### config.mk
export PLATFORM = sky130hd
export DESIGN_NAME = aui_tx_scheduler
export DESIGN_NICKNAME = d
export VERILOG_FILES = /design/src/rtl/aui_tx_scheduler.sv
export SDC_FILE = /design/constraint.sdc
export NUM_CORES = 2
export LEC_CHECK = 0
export BUFFER_PORTS_ARGS = -buffer_cell sky130_fd_sc_hd__buf_2
export CAP_MARGIN = 20
export CORE_MARGIN = 5
export CORE_UTILIZATION = 30
export DETAILED_ROUTE_END_ITERATION = 10
export RECOVER_POWER = 100
export REMOVE_ABC_BUFFERS = 1
export SLEW_MARGIN = 10
export SYNTH_ARGS = -nofsm -noshare
export SYNTH_HDL_FRONTEND = slang
export SYNTH_SLANG_ARGS = --single-unit
### constraint.sdc
create_clock -name clk -period 2.65 [get_ports clk]
set_input_delay 0.53 -clock clk [delete_from_list [all_inputs] [get_ports clk]]
set_output_delay 0.53 -clock clk [all_outputs]
set_load 0.02 [all_outputs]
### src/rtl/aui_tx_scheduler.sv
// AUI transmit scheduler: pairs transcoded blocks onto two flows and
// opens an alignment-marker window every AM_PERIOD accepted blocks.
module aui_tx_scheduler #(
    parameter int BITS_BLOCK = 257,
    parameter int AM_PERIOD  = 64,
    parameter int AM_SLOTS   = 2
) (
    input  logic                  clk,
    input  logic                  rst,
    input  logic                  i_enable,
    input  logic                  i_valid,
    input  logic [BITS_BLOCK-1:0] i_block,
    output logic                  o_ready,
    output logic [BITS_BLOCK-1:0] o_flow_0,
    output logic [BITS_BLOCK-1:0] o_flow_1,
    output logic                  o_flow_valid,
    output logic                  o_am_insert,
    output logic                  o_busy,
    output logic [15:0]           o_period_count
);

    localparam int BW = $clog2(AM_PERIOD);
    localparam int SW = (AM_SLOTS > 1) ? $clog2(AM_SLOTS) : 1;
    localparam logic [BW-1:0] BLK_LAST  = BW'(AM_PERIOD - 1);
    localparam logic [SW-1:0] SLOT_LAST = SW'(AM_SLOTS - 1);

    typedef enum logic [1:0] {
        IDLE,
        AM,
        DATA
    } state_t;

    state_t          state, state_nxt;
    logic [BW-1:0]   blk_cnt, blk_cnt_nxt;
    logic [SW-1:0]   slot_cnt, slot_cnt_nxt;
    logic            phase, phase_nxt;
    logic            accept;
    logic            am_exit;
    logic [BITS_BLOCK-1:0] hold;

    assign accept = i_valid & o_ready;

    always_comb begin
        state_nxt    = state;
        blk_cnt_nxt  = blk_cnt;
        slot_cnt_nxt = slot_cnt;
        phase_nxt    = phase;
        am_exit      = 1'b0;
        unique case (state)
            IDLE: begin
                blk_cnt_nxt  = '0;
                slot_cnt_nxt = '0;
                phase_nxt    = 1'b0;
                if (i_enable) begin
                    state_nxt = AM;
                end
            end
            AM: begin
                if (slot_cnt == SLOT_LAST) begin
                    slot_cnt_nxt = '0;
                    am_exit      = 1'b1;
                    state_nxt    = i_enable ? DATA : IDLE;
                end else begin
                    slot_cnt_nxt = slot_cnt + 1'b1;
                end
            end
            DATA: begin
                if (accept) begin
                    phase_nxt = ~phase;
                    if (blk_cnt == BLK_LAST) begin
                        blk_cnt_nxt = '0;
                    end else begin
                        blk_cnt_nxt = blk_cnt + 1'b1;
                    end
                end
                // Leave only on a pair boundary so no half pair is stranded
                if (accept && blk_cnt == BLK_LAST) begin
                    state_nxt = AM;
                end else if (!i_enable && !phase_nxt) begin
                    state_nxt   = IDLE;
                    blk_cnt_nxt = '0;
                end
            end
            default: begin
                state_nxt = IDLE;
            end
        endcase
    end

    always_ff @(posedge clk) begin
        if (rst) begin
            state          <= IDLE;
            blk_cnt        <= '0;
            slot_cnt       <= '0;
            phase          <= 1'b0;
            hold           <= '0;
            o_ready        <= 1'b0;
            o_am_insert    <= 1'b0;
            o_busy         <= 1'b0;
            o_flow_valid   <= 1'b0;
            o_flow_0       <= '0;
            o_flow_1       <= '0;
            o_period_count <= '0;
        end else begin
            state        <= state_nxt;
            blk_cnt      <= blk_cnt_nxt;
            slot_cnt     <= slot_cnt_nxt;
            phase        <= phase_nxt;
            o_ready      <= (state_nxt == DATA);
            o_am_insert  <= (state_nxt == AM);
            o_busy       <= (state_nxt != IDLE);
            o_flow_valid <= accept & phase;
            if (accept && !phase) begin
                hold <= i_block;
            end
            if (accept && phase) begin
                o_flow_0 <= hold;
                o_flow_1 <= i_block;
            end
            if (am_exit) begin
                o_period_count <= o_period_count + 16'd1;
            end
        end
    end

endmodule

## Word level (Yosys, flattened, before mapping)

Index checks and enable logic that the tools add are counted.

| storage, ports and cells | value |
|---|---|
| register bits | 801 |
| input port bits | 261 |
| word-level logic and storage cells | 52 |

| cells by class | value |
|---|---|
| $add $sub $neg | 3 |
| equality and inequality tests | 5 |
| multiplexer cells | 18 |
| bitwise operators | 3 |
| reductions and logical operators | 11 |

Operators by type and width:

| cell | count |
|---|---|
| $mux W6 | 4 |
| $add A16 B1 Y16 const B | 1 |
| $pmux W6 S2 | 1 |
| $mux W2 | 5 |
| $add A6 B1 Y6 const B | 1 |
| $eq A6 B6 Y1 const B | 1 |
| $pmux W2 S3 | 1 |
| $reduce_bool A2 Y1 | 3 |
| $mux W1 | 5 |
| $eq A2 B1 Y1 const B | 2 |
| $eq A2 B2 Y1 const B | 2 |
| $logic_and A1 B1 Y1 | 4 |
| $pmux W1 S2 | 2 |
| $logic_not A1 Y1 | 3 |
| $and A1 B1 Y1 | 2 |
| $logic_not A2 Y1 | 1 |
| $add A1 B1 Y1 const B | 1 |
| $not A1 Y1 | 1 |

## Logic depth before layout (Yosys ltp)

| depth | value |
|---|---|
| depth after elaboration | 9 |
| gate-level depth with buffers | 8 |

## Least setup slack after synthesis

Ideal clock, no wire load.

| path | value |
|---|---|
| path kind | input port to flip-flop |
| start point | in i_valid |
| end point | reg o_flow_0[10] |
| library setup time | 0.128 ns |
| arrival | 1.925 ns |
| required time | 2.522 ns |
| path slack | 0.598 ns |
| stages on the path | 8 |
| buffers on the path | 3 |
| path through | nand2_1 -> inv_1 -> ha_1 -> clkbuf_1 -> clkbuf_1 -> buf_2 -> mux2i_1 -> nor2_1 |

| between the ends | value |
|---|---|
| cells in the longest elaborated chain, start to end | 2 |

Ends and longest elaborated chain:

| element | line | RTL |
|---|---|---|
| from (decl) | 11 | `input logic i_valid,` |
| $and A1 B1 Y1 | 41 | `assign accept = i_valid & o_ready;` |
| $logic_and A1 B1 Y1 | 116 | `if (accept && phase) begin` |
| to (signal assigned) | 117 | `o_flow_0 <= hold;` |
| to (decl) | 14 | `output logic [BITS_BLOCK-1:0] o_flow_0,` |

No other way between the ends.
A chain may end at the register's enable or synchronous reset.

## Worst setup path in the final report

| path | value |
|---|---|
| start point | reg state[0] |
| end point | reg o_period_count[15] |

| between the ends | value |
|---|---|
| cells in the longest elaborated chain, start to end | 2 |

Ends and longest elaborated chain:

| element | line | RTL |
|---|---|---|
| from (decl) | 33 | `state_t state, state_nxt;` |
| from (signal assigned) | 105 | `state <= state_nxt;` |
| $eq A2 B1 Y1 | 49 | `unique case (state)` |
| $mux W1 | 49 |  |
| to (signal assigned) | 121 | `o_period_count <= o_period_count + 16'd1;` |
| to (decl) | 19 | `output logic [15:0] o_period_count` |

No other way between the ends.

==> results.cfg <==
[worst_setup_path]
required_ns = 3.20
r2r-start = state[0]
critPathMaxFanout = 13
path_class = register to register
end_kind = register
cp-startpoint = state[0]
r2r_slack_ns = 0.43
cp-start-kind = register
worstPathArrival_ns = 2.78

[floorplanning]
die_x_microns = 316
die_h_microns = 316
coreArea_sq_mm = 0.0932
fp-row-count = 112
io_pins = 795
start_util = 0.302
die_area_sq_mm = 0.100

[pwr]
p_leak_nw = 12.4
cellPowerDensity_mw_per_mm2 = 689
ir_worst_vdd_uv = 551

[finish]
drive_gt1_frac = 0.133
nets = 3696
multi_input_area_sq_mm = 0.0113
fin_area_sq_mm = 0.0361
register_area_sq_mm = 0.0160
final_core_util = 0.387
stdcell_count = 4752
fillers = 9638
syn_to_final_growth_pct = 28.1

[global_routing]
grt.met1_usage = 0.177
met3_usage = 0.0446
grt_pass1_wl_microns = 120000
grtUsageTotal = 0.151
use_met2 = 0.262
grt_max_degree = 110
antenna_found_initial = 5
top_usage_layer = met2
grt_pass1_vias = 20300
grt_overflow_total = 0

[drt]
drt_iter0_markers = 1037
drt_first_pass_iters = 5
vias = 20800
wl_per_cell_microns = 16.9
ant_nets = 0
routed_via_density = 4.38
wl_microns = 80400
drc = 0

[timing]
tightest_slew_ns = 0.735
setup_viol = 0
period_share = 0.839
relSlewSlack = 0.512
tns_ns = 0
rsz0062_at_grt = no
slew_violations = 0
finalWorstSetupSlack_ns = 0.426
worst_clock_skew_ns = 0.0169
hold_viol = 0
clock.fmax_ghz = 0.450
fin_crit_ns = 2.22

[yosys]
synth_top_area_share = 0.570
ys_seq_area_frac = 0.570
yosys_warnings = 0
synth.distinct_cells = 41
synth_seq_cells = 801
syn_avg_cell_area_sq_um = 10.6
netlist_instances = 2646
netlist_area_sq_mm = 0.0282
synth_area_leaders = dfxtp_1, mux2i_1, nor2_1
yosys.area.top_type = dfxtp_1

[run_status]
outcome = complete, no violations

[worst_hold_path]
hold_path_startpoint = i_block[213]
hold_path_class = primary input to register

[place]
place_area_sq_mm = 0.0339
place.gp.congestion = 0.786
dp_cells = 4596
dp_hpwl_microns = 59600
place_ws_ns = 0.301
io_buffers = 794

[clock_network]
clockBufferDepth = 3
numCtsBuffers = 87
clk_pin_slew_ns = 0.06
tritoncts = built
cts_num_sinks = 801
htree_levels = 3
insertion_delay_ns = 0.63
hold_buffers = 0
postCtsSetupBuffers = 0
post_cts_resize_count = 0
cts-root-buf = clkbuf_16

[flow_run]
cap_violations = 0
-- worst max-delay path, stage by stage (launching register included) --
cell	delay, ns
dfxtp_1	0.55
nand3b_1	0.37
or4_1	0.72
or3_1	0.38
a21oi_1	0.14
-- metal layers --
| layer | part of all wire | vias to the layer above |
|---|---|---|
| met5 | 0.00050 | - |
| met4 | 0.029 | 6 |
| met3 | 0.071 | 133 |
| met2 | 0.49 | 542 |
| met1 | 0.41 | 9708 |
| li1 | - | 10400 |
-- layout by cell type, fill, tap and decap left out, drive strengths merged, types with 2 or more instances in the layout --
cell	count
a21oi	11
a31oi	4
buf	321
bufinv	5
clkbuf	685
clkinv	10
dfxtp	801
diode	2
ha	4
inv	10
mux2i	771
nand2	19
nand3	7
nand4	8
nor2	789
nor2b	2
nor3	5
nor4	3
o21ai	6
or3	4
or4	2
xnor2	7
xor2	4
-- flip-flops by register name (all words and copies together), names as in the netlist --
name / cells
blk_cnt: 6
hold: 257
o_am_insert: 1
o_busy: 1
o_flow_0: 257
o_flow_1: 257
o_flow_valid: 1
o_period_count: 16
o_ready: 1
phase: 1
slot_cnt: 1
state: 2
-- cell type report --
type / instances / share of cell area
Antenna cell: 2 / 0.000139
Clock buffer: 133 / 0.0731
Clock inverter: 21 / 0.00708
Inverter: 5 / 0.000521
Multi-Input combinational cell: 1663 / 0.315
Sequential cell: 801 / 0.445
Tap cell: 1254 / 0.0435
Timing Repair Buffer: 873 / 0.116
-- cell usage after synthesis --
master and n:
buf_2 67, a31o_2 1, xor2_1 4, and3b_2 1, or2_2 1, nand4_2 1
nand2b_1 1, dfxtp_1 801, and4_1 1, nor3_1 5, a21oi_1 11, nand3_1 7
or3_1 4, o211ai_1 1, mux2i_1 771, or2b_1 1, or4_4 1, a31oi_1 4
nor2_2 1, o21a_1 1, nand2_1 19, clkbuf_1 86, inv_1 5, a21o_1 1
xnor2_1 7, a311oi_1 1, or4b_1 1, and3_1 1, or4_1 1, o21ai_0 6
nor2b_1 2, o31ai_1 1, nor4_1 3, ha_1 4, buf_1 24, nor2_1 788
a32oi_1 1, nor3b_1 1, nand3b_4 1, nand4_1 7, a221o_1 1
-- through the flow --
step / hold WS (ns) / total power, mW
global route: 0.115 / 25.8
CTS: 0.0764 / 25.3
detailed placement: 0.475 / 13.0
global placement: 0.466 / 13.0
floorplan: 0.460 / 12.4
finish: 0.158 / 24.8
-- power by group --
group	switching, mW	internal (mW)	total, mW
Clock	4.79	7.32	12.1
Sequential	0.0156	12.1	12.1
Combinational	0.423	0.233	0.656
Total	5.23	19.6	24.8
-- logic make-up after synthesis --
group                      count (synthesis)  synth area share
AOI/OAI and AO/OA                         29           0.00627
xor gates and xnor gates                  11           0.00342
buffers and inverters                    182            0.0272
and+or+nand+nor                          848             0.118
adders and majority gates                  4           0.00178
muxes                                    771             0.274
DFF                                      801             0.570
-- worst paths after layout --
kind                         to  cells past startpoint
max          o_period_count[15]                      4
max reg2reg  o_period_count[15]                      4
min reg2reg        o_flow_0[48]                      2
min               o_flow_1[213]                      3
Power figures use the tool's default switching activity.
